### src/rtl/uart_reg_responder.sv
// uart_reg_responder
//   Register-access responder on the user side of a UART controller. Received
//   bytes form a command stream: a read command returns the addressed register,
//   a write command is followed by one data byte and returns ACK. Illegal
//   addresses (reserved command bits set) return NAK. Exactly one response
//   byte is produced per completed command; a write whose data byte does not
//   arrive in time is aborted silently with a timeout pulse.
//
// Ports
//   clk          system clock, rising edge
//   reset        asynchronous active-low reset
//   rx_data      received byte, qualified by rx_valid
//   rx_valid     one-cycle strobe for rx_data
//   tx_byte      response byte, stable while tx_valid is high
//   tx_valid     response pending
//   tx_ready     transmit path can accept a byte
//   regs_out     flat register file, reg i at [i*DATA_BITS +: DATA_BITS]
//   timeout_err  one-cycle pulse: write aborted waiting for its data byte
//   overrun_err  one-cycle pulse: rx byte dropped while a response was pending
module uart_reg_responder #(
    parameter int                   DATA_BITS      = 8,
    parameter int                   ADDR_BITS      = 4,
    parameter int                   TIMEOUT_CYCLES = 1000000,
    parameter logic [DATA_BITS-1:0] ACK_BYTE       = 8'hA5,
    parameter logic [DATA_BITS-1:0] NAK_BYTE       = 8'h5A
) (
    input  logic                                 clk,
    input  logic                                 reset,
    input  logic [DATA_BITS-1:0]                 rx_data,
    input  logic                                 rx_valid,
    output logic [DATA_BITS-1:0]                 tx_byte,
    output logic                                 tx_valid,
    input  logic                                 tx_ready,
    output logic [(2**ADDR_BITS)*DATA_BITS-1:0]  regs_out,
    output logic                                 timeout_err,
    output logic                                 overrun_err
);

    localparam int NUM_REGS   = 2 ** ADDR_BITS;
    // Timer only has to count up to TIMEOUT_CYCLES-1.
    localparam int TIMER_BITS = (TIMEOUT_CYCLES > 1) ? $clog2(TIMEOUT_CYCLES) : 1;
    localparam logic [TIMER_BITS-1:0] TIMER_LAST = TIMER_BITS'(TIMEOUT_CYCLES - 1);

    typedef enum logic [1:0] {
        ST_IDLE      = 2'd0,
        ST_WAIT_DATA = 2'd1,
        ST_RESP      = 2'd2
    } state_t;

    state_t                 state_r;
    state_t                 next_state_s;
    logic [DATA_BITS-1:0]   regs_r [NUM_REGS];
    logic [DATA_BITS-1:0]   cmd_r;
    logic [DATA_BITS-1:0]   next_cmd_s;
    logic [TIMER_BITS-1:0]  timer_r;
    logic [TIMER_BITS-1:0]  next_timer_s;
    logic [DATA_BITS-1:0]   tx_byte_r;
    logic [DATA_BITS-1:0]   next_tx_byte_s;
    logic                   tx_valid_r;
    logic                   next_tx_valid_s;
    logic                   timeout_err_r;
    logic                   next_timeout_s;
    logic                   overrun_err_r;
    logic                   next_overrun_s;
    logic                   wr_en_s;

    // A command addresses a real register only if every reserved bit between
    // the address field and the read/write bit is zero.
    function automatic logic addr_legal(input logic [DATA_BITS-1:0] cmd);
        logic [DATA_BITS-2:0] body;
        body = cmd[DATA_BITS-2:0];
        return ((body >> ADDR_BITS) == '0);
    endfunction

    // FSM state register.
    always_ff @(posedge clk or negedge reset) begin
        if (!reset) begin
            state_r <= ST_IDLE;
        end else begin
            state_r <= next_state_s;
        end
    end

    // Next-state, response and error-pulse decode.
    always_comb begin
        next_state_s    = state_r;
        next_cmd_s      = cmd_r;
        next_timer_s    = timer_r;
        next_tx_byte_s  = tx_byte_r;
        next_tx_valid_s = tx_valid_r;
        next_timeout_s  = 1'b0;
        next_overrun_s  = 1'b0;
        wr_en_s         = 1'b0;
        case (state_r)
            ST_IDLE: begin
                if (rx_valid) begin
                    if (rx_data[DATA_BITS-1]) begin
                        next_cmd_s   = rx_data;
                        next_timer_s = '0;
                        next_state_s = ST_WAIT_DATA;
                    end else begin
                        next_state_s    = ST_RESP;
                        next_tx_valid_s = 1'b1;
                        if (addr_legal(rx_data)) begin
                            next_tx_byte_s = regs_r[rx_data[ADDR_BITS-1:0]];
                        end else begin
                            next_tx_byte_s = NAK_BYTE;
                        end
                    end
                end else begin
                    next_state_s = ST_IDLE;
                end
            end
            ST_WAIT_DATA: begin
                // A data byte on the final timer cycle still wins over the timeout.
                if (rx_valid) begin
                    next_state_s    = ST_RESP;
                    next_tx_valid_s = 1'b1;
                    if (addr_legal(cmd_r)) begin
                        wr_en_s        = 1'b1;
                        next_tx_byte_s = ACK_BYTE;
                    end else begin
                        next_tx_byte_s = NAK_BYTE;
                    end
                end else if (timer_r == TIMER_LAST) begin
                    next_state_s   = ST_IDLE;
                    next_timeout_s = 1'b1;
                    next_timer_s   = '0;
                end else begin
                    next_timer_s = timer_r + {{(TIMER_BITS-1){1'b0}}, 1'b1};
                end
            end
            ST_RESP: begin
                // Bytes arriving while a response is pending are dropped.
                next_overrun_s = rx_valid;
                if (tx_ready) begin
                    next_state_s    = ST_IDLE;
                    next_tx_valid_s = 1'b0;
                end else begin
                    next_tx_valid_s = 1'b1;
                end
            end
            default: begin
                next_state_s    = ST_IDLE;
                next_tx_valid_s = 1'b0;
            end
        endcase
    end

    // Datapath registers: latched command, timer, response and error pulses.
    always_ff @(posedge clk or negedge reset) begin
        if (!reset) begin
            cmd_r         <= '0;
            timer_r       <= '0;
            tx_byte_r     <= '0;
            tx_valid_r    <= 1'b0;
            timeout_err_r <= 1'b0;
            overrun_err_r <= 1'b0;
        end else begin
            cmd_r         <= next_cmd_s;
            timer_r       <= next_timer_s;
            tx_byte_r     <= next_tx_byte_s;
            tx_valid_r    <= next_tx_valid_s;
            timeout_err_r <= next_timeout_s;
            overrun_err_r <= next_overrun_s;
        end
    end

    // Register file write port; the data byte lands in the latched address.
    always_ff @(posedge clk or negedge reset) begin
        if (!reset) begin
            for (int i = 0; i < NUM_REGS; i++) begin
                regs_r[i] <= '0;
            end
        end else if (wr_en_s) begin
            regs_r[cmd_r[ADDR_BITS-1:0]] <= rx_data;
        end else begin
            regs_r <= regs_r;
        end
    end

    for (genvar g = 0; g < NUM_REGS; g++) begin : g_regs_out
        assign regs_out[g*DATA_BITS +: DATA_BITS] = regs_r[g];
    end

    assign tx_byte     = tx_byte_r;
    assign tx_valid    = tx_valid_r;
    assign timeout_err = timeout_err_r;
    assign overrun_err = overrun_err_r;

endmodule

### config.mk
export PLATFORM = sky130hd
export DESIGN_NAME = uart_reg_responder
export DESIGN_NICKNAME = d
export VERILOG_FILES = /design/src/rtl/uart_reg_responder.sv
export SDC_FILE = /design/constraint.sdc
export NUM_CORES = 1
export LEC_CHECK = 0
export ABC_CLOCK_PERIOD_IN_PS = 2500
export CAP_MARGIN = 10
export CELL_PAD_IN_SITES_DETAIL_PLACEMENT = 1
export CELL_PAD_IN_SITES_GLOBAL_PLACEMENT = 2
export CORE_ASPECT_RATIO = 0.7
export CORE_MARGIN = 3
export CORE_UTILIZATION = 36
export CTS_CLUSTER_DIAMETER = 80
export DETAILED_ROUTE_END_ITERATION = 10
export GPL_TIMING_DRIVEN = 0
export HOLD_SLACK_MARGIN = 0.03
export MAX_ROUTING_LAYER = met4
export PLACE_DENSITY_LB_ADDON = 0.1
export SLEW_MARGIN = 20
export SYNTH_ARGS = -nofsm -noshare
export SYNTH_HDL_FRONTEND = slang
export SYNTH_SLANG_ARGS = --single-unit
export TNS_END_PERCENT = 30
### constraint.sdc
create_clock -name clk -period 2.5 [get_ports clk]
set_input_delay 0.25 -clock clk [delete_from_list [all_inputs] [get_ports clk]]
set_output_delay 0.25 -clock clk [all_outputs]
set_load 0.005 [all_outputs]
==> reports/results.txt, run 1 <==
run status = finished clean
top cells by area, synth = dfrtp_1 (53%), mux2_2 (18%), mux4_2 (7.6%), nor3_4 (2.4%), mux2i_1 (2.0%)
worst-margin pin slew = 0.868 ns
Syn. warnings = 0
placed cell areas = 0.00982 mm²
CP max FO = 8
Tcrit/Tclk final = 99.1%
Yosys cell types = 50
drt total wl = 26400 µm
Worst Setup Start Kind = flop
first-pass GRT wire length = 39700 µm
Rows = 44
Leak Pwr = 4.69 nW
Total Nets Final = 778
Routed WL per cell = 25.1 µm
Mapped Avg Cell Area = 13.6 µm²
Syn Nets = 598
maximum clock rate = 404 MHz
Syn Std Cell Area = 0.00798 mm²
DR vias = 5752
initial antenna violation count = 0
async set-reset flop share out of synthesis = 100%
Slew HR = 41.9%
fin worst setup slack = 0.0218 ns
register area share after synthesis = 52.7%
fraction of layout cells with a size suffix above 1 = 30.3%
area share of the largest cell type after synthesis = 52.7%
sequential fraction of design power = 45.9%
clock tree buffer depth = 2
setup_tns = 0 ns
total grt overflow = 0
core area = 0.0213 mm²
Layout Skew = 0.0118 ns
die height = 131 µm
Internal = 0.00476 W
number of buffers added on ports = 146
Power Density = 637 mW/mm²
Critical Path AT = 2.79 ns
H-tree depth = 4
Antenna Violating Nets Remaining = 0
maximum vdd drop = 0.473 mV
Layout area overhead = 32.5%
Comb power frac = 15.5%
Vias per Instance = 5.46
Sw Share = 29.2%
Syn Inst Count = 585
gr usage total = 23.2%
total power = 0.00673 W
fin area = 0.0106 mm²
DR DRC count = 0
max_cap viols = 0
utilization after layout = 49.8%
top_reg_cell synth = dfrtp_1
Clock Power Share = 38.6%
Hold Path Class = input pin to flop
vias in the first global route = 6087
P_sw = 0.00197 W
largest net degree at the start of global routing = 88
Critical Path End Type = flop
CTS clk-pin slew, worst paths = 0.07 ns
DP HPWL = 18700 µm
Final Max Slew Viols = 0
CP Class = flop to flop
most frequent cells in the layout = dfrtp_1 (166), clkdlybuf4s50_1 (145), mux2_2 (126), nand2_1 (41)
commonest non-fill, non-tap cell in the layout = dfrtp_1
Initial Util = 37.6%
Worst Path Required = 2.82 ns
clock tree sinks = 168
DR pass1 iterations = 4
Clock Tree Root = clkbuf_16
TritonCTS clock tree = done
largest area contributor in the netlist = dfrtp_1
die width = 184 µm
Fin. Hold Viols = 0
gpl congestion = 0.798
total CTS buffers = 17
I/O Pins = 151
Synth Register Bits = 168
DIE AREA = 0.0240 mm²
DP Worst Slack = -0.501 ns
# diodes = 0
min Tclk post-route = 2.48 ns
Starting DRT DRC Count = 227
EDFF count, synth = 0
# setup viols final = 0
RSZ-0062 raised after global routing = true
worst skew pair latency = 0.43 ns
==> state kept, by name, indices dropped and copies added, names as in the netlist <==
signal / count
timeout_err: 1
timer_r: 20
cmd_r: 7
state_r: 2
tx_valid: 1
overrun_err: 1
tx_byte: 8
regs_out: 128
==> cells in the mapped netlist, types with 2 or more instances <==
library cell and number:
nand2_1 42, xnor2_1 7, nor4_4 3, mux2_2 126, mux4_2 27, dfrtp_1 168
mux2i_1 16, nor2b_1 4, a2111oi_0 3, o22ai_1 3, or2_2 3, nor4_1 3
nand2b_1 14, a21oi_1 4, clkbuf_1 25, mux2_1 5, and4_1 2, nor3_1 6
or4_1 3, o32a_1 4, nand4_1 5, nor2_1 27, o211ai_1 2, buf_2 7
inv_1 3, nand3_1 10, buf_1 3, and3_1 3, o2bb2ai_1 3, o21ai_0 13
buf_6 3, nor3_4 12, nor3b_1 4, or3_1 3, xor2_1 4
==> routing by layer <==
metal	GRT usage (%)	part of all wire [%]
met1	34.2	49
met2	33.6	44
met3	5.23	6.8
met4	3.86	0.48
met5	-	0
==> worst max-delay path, stage by stage, from the launching register on <==
cell and delay, ns:
dfrtp_1 0.32, clkbuf_1 0.44, nand2_1 0.38, nor3_4 0.80, mux2_2 0.42
==> what timing repair did <==
item	4_1_cts	5_1_grt
hold buffers	1	0
endpoints found under the setup margin	120	51
hold endpoints to repair	81	0
pin swaps	7	3
setup buffers	10	3
resized for setup	4	2
==> stage by stage <==
stage          hold WS, ns  instances
5_1_grt              0.283       1054
2_1_floorplan      -0.0456        585
3_5_place_dp         0.296       1008
3_3_place_gp         0.467       1007
6_report             0.253       1054
4_1_cts              0.234       1051
==> path summary, 6_finish.rpt <==
check	startpoint	endpoint	slack (ns)	depth (start not counted)
setup / recovery	cmd_r[0]$_DFFE_PN0P_	regs_out[89]$_DFFE_PN0P_	0.02	4
hold / removal	rx_data[2]	cmd_r[2]$_DFFE_PN0P_	0.25	3
setup reg to reg	cmd_r[0]$_DFFE_PN0P_	regs_out[89]$_DFFE_PN0P_	0.02	4
hold reg to reg	tx_valid$_DFFE_PN0P_	tx_valid$_DFFE_PN0P_	0.50	1
max in group asynchronous	reset	regs_out[102]$_DFFE_PN0P_	1.19	3
min in group asynchronous	reset	timer_r[17]$_DFFE_PN0P_	0.42	2
==> kinds of logic after synthesis <==
family                   after synthesis  synth area share (%)
multiplexers                         174                  28.1
adder cells (fa/ha/maj)                1                 0.157
flip-flops                           168                  52.7
AO/OA/AOI/OAI                         40                  3.65
AND/OR/NAND/NOR                      150                  11.9
buffers and inverters                 41                  2.32
XOR/XNOR                              11                  1.21
==> power by group through the flow <==
stage / clock network, W / registers [W] / logic [W]
2_1_floorplan: 0 / 0.00309 / 0.000503
3_3_place_gp: 0 / 0.00312 / 0.00102
3_5_place_dp: 0 / 0.00313 / 0.00104
4_1_cts: 0.00265 / 0.00308 / 0.00106
5_1_grt: 0.00278 / 0.00311 / 0.00113
6_report: 0.00260 / 0.00309 / 0.00105
==> area by class of cell <==
class	instances	area, µm²
clock inverters	14	135
clock buffers	18	439
multi-input cells	376	3610
fillers	2161	10700
repair buffers	161	1650
well taps	276	345
flip-flops and latches	168	4210
inverters	3	11.3
plain buffers	38	174
Power figures use the tool's default switching activity.
==> run 2: changes to the inputs <==
SLEW_MARGIN = default   (was 20)
==> run 2 against run 1 <==
- register-to-register slack better by 0.08 ns
- critical path depth unchanged
- non-clock buffer count unchanged
- first-iteration DRC count up 33%
- clock power about the same
- clock skew up 0.0034 ns
- count of clock-buffer cells in the layout unchanged
- routed wire length up 0.71%
==> reports/results.txt, run 2 (synthesis results as in run 1) <==
H-tree depth = 4 (unchanged)
maximum vdd drop = 0.504 mV (+6.5%)
# diodes = 0 (unchanged)
gr usage total = 23.4% (+0.12 points)
DR pass1 iterations = 4 (unchanged)
first-pass GRT wire length = 39900 µm (+0.70%)
worst skew pair latency = 0.44 ns (about the same)
worst-margin pin slew = 0.856 ns (-0.0118 ns)
core area = 0.0213 mm² (unchanged)
Total Nets Final = 778 (unchanged)
DR DRC count = 0 (unchanged)
commonest non-fill, non-tap cell in the layout = dfrtp_1
DR vias = 5713 (-0.68%)
die height = 131 µm (unchanged)
DP HPWL = 18700 µm (-0.15%)
Starting DRT DRC Count = 302 (+33%)
metal3 WL = 1710 µm (-5.5%)
Layout area overhead = 32.6%
max_cap viols = 0 (unchanged)
Clock Tree Root = clkbuf_16
Power Density = 639 mW/mm² (+0.40%)
setup_tns = 0 ns (unchanged)
Critical Path AT = 2.71 ns (-0.08 ns)
Fin. Hold Viols = 0 (unchanged)
Worst Setup Start Kind = flop
Met2 Routed Length = 11700 µm (+0.39%)
clock tree buffer depth = 2 (unchanged)
Leak Pwr = 4.70 nW (+0.13%)
vias in the first global route = 6156 (+1.1%)
total CTS buffers = 17 (unchanged)
Slew HR = 42.9% (+0.97 points)
Critical Path End Type = flop
I/O Pins = 151 (unchanged)
Routed WL per cell = 25.3 µm (+0.71%)
Layout Skew = 0.0152 ns (+0.00337 ns)
run status = finished clean
gpl congestion = 0.798 (unchanged)
total grt overflow = 0 (unchanged)
Hold Path Class = input pin to flop
# setup viols final = 0 (unchanged)
largest net degree at the start of global routing = 112 (+27%)
drt total wl = 26600 µm (+0.71%)
number of buffers added on ports = 146 (unchanged)
maximum clock rate = 417 MHz (+3.4%)
fraction of layout cells with a size suffix above 1 = 30.3% (unchanged)
max reg flops = 128 (unchanged)
Final Max Slew Viols = 0 (unchanged)
die width = 184 µm (unchanged)
min Tclk post-route = 2.40 ns (-0.0807 ns)
r2r setup slk = 0.10 ns (+0.08 ns)
CP Class = flop to flop
Worst Path Required = 2.81 ns (about the same)
CP max FO = 8 (unchanged)
initial antenna violation count = 0 (unchanged)
TritonCTS clock tree = done
Initial Util = 37.6% (unchanged)
top sig layer = met4
most frequent cells in the layout = dfrtp_1 (166), clkdlybuf4s50_1 (145), mux2_2 (126), nand2_1 (42)
RSZ-0062 raised after global routing = true
clock tree sinks = 168 (unchanged)
DIE AREA = 0.0240 mm² (unchanged)
Vias per Instance = 5.42 (-0.68%)
CTS clk-pin slew, worst paths = 0.07 ns (about the same)
Antenna Violating Nets Remaining = 0 (unchanged)
Tcrit/Tclk final = 95.9% (-3.2 points)
Met1 Wirelength = 13000 µm (+1.3%)
Rows = 44 (unchanged)
final hold slack = 0.245 ns (-0.00859 ns)
==> run 2: worst max-delay path: stages (launching register included) <==
cell and delay, ns:
dfrtp_1 0.32, clkbuf_1 0.42, nand2_1 0.37, nor3_4 0.75, mux2_2 0.42
==> run 2: path summary, 6_finish.rpt <==
kind                                      startpoint                        end  cells after the start
worst max-delay path            cmd_r[0]$_DFFE_PN0P_   regs_out[89]$_DFFE_PN0P_                      4
worst min register to register  tx_valid$_DFFE_PN0P_       tx_valid$_DFFE_PN0P_                      1
max in group asynchronous                      reset  regs_out[114]$_DFFE_PN0P_                      3
worst min-delay path                      rx_data[2]       cmd_r[2]$_DFFE_PN0P_                      3
worst max register to register  cmd_r[0]$_DFFE_PN0P_   regs_out[89]$_DFFE_PN0P_                      4
min in group asynchronous                      reset    timer_r[16]$_DFFE_PN0P_                      2
==> run 2: routing by layer <==
metal / vias up / GRT usage [%]
met3: 18 / 5.17
met1: 3023 / 34.0
met2: 153 / 33.9
met4: 0 / 4.49
li1: 2519 / -
met5: - / -
==> run 2: what timing repair did <==
item | CTS | global route
endpoints found under the setup margin | 115 | 50
hold buffers | 1 | 0
gates resized for setup | 3 | 3
buffers inserted | 11 | 2
pin swaps | 8 | 2
endpoints found under the hold margin | 57 | 0
==> run 2: power breakdown <==
part	total, W	switching [W]	internal, W
Sequential	0.00309	0.000178	0.00291
Combinational	0.00105	0.000539	0.000512
Clock	0.00263	0.00121	0.00142
==> run 2: layout make-up <==
cell class,count,area [µm²]
inverters,3,11.3
clock buffers,18,439
flip-flops and latches,168,4210
fillers,2142,10700
clock inverters,14,136
repair buffers,161,1660
well taps,276,345
multi-input cells,376,3610
plain buffers,38,174
==> run 2: through the flow <==
step	power (W)	worst slack [ns]	instances	cell area, µm²	utilization (%)
3_3_place_gp	0.00413	-5.83	1007	9790	46.1
2_1_floorplan	0.00359	0.501	585	7980	-
5_1_grt	0.00706	-0.00623	1054	10600	49.8
4_1_cts	0.00682	0.00646	1052	10500	49.6
3_5_place_dp	0.00417	-0.489	1008	9820	46.2
6_report	0.00677	0.102	1054	10600	49.8
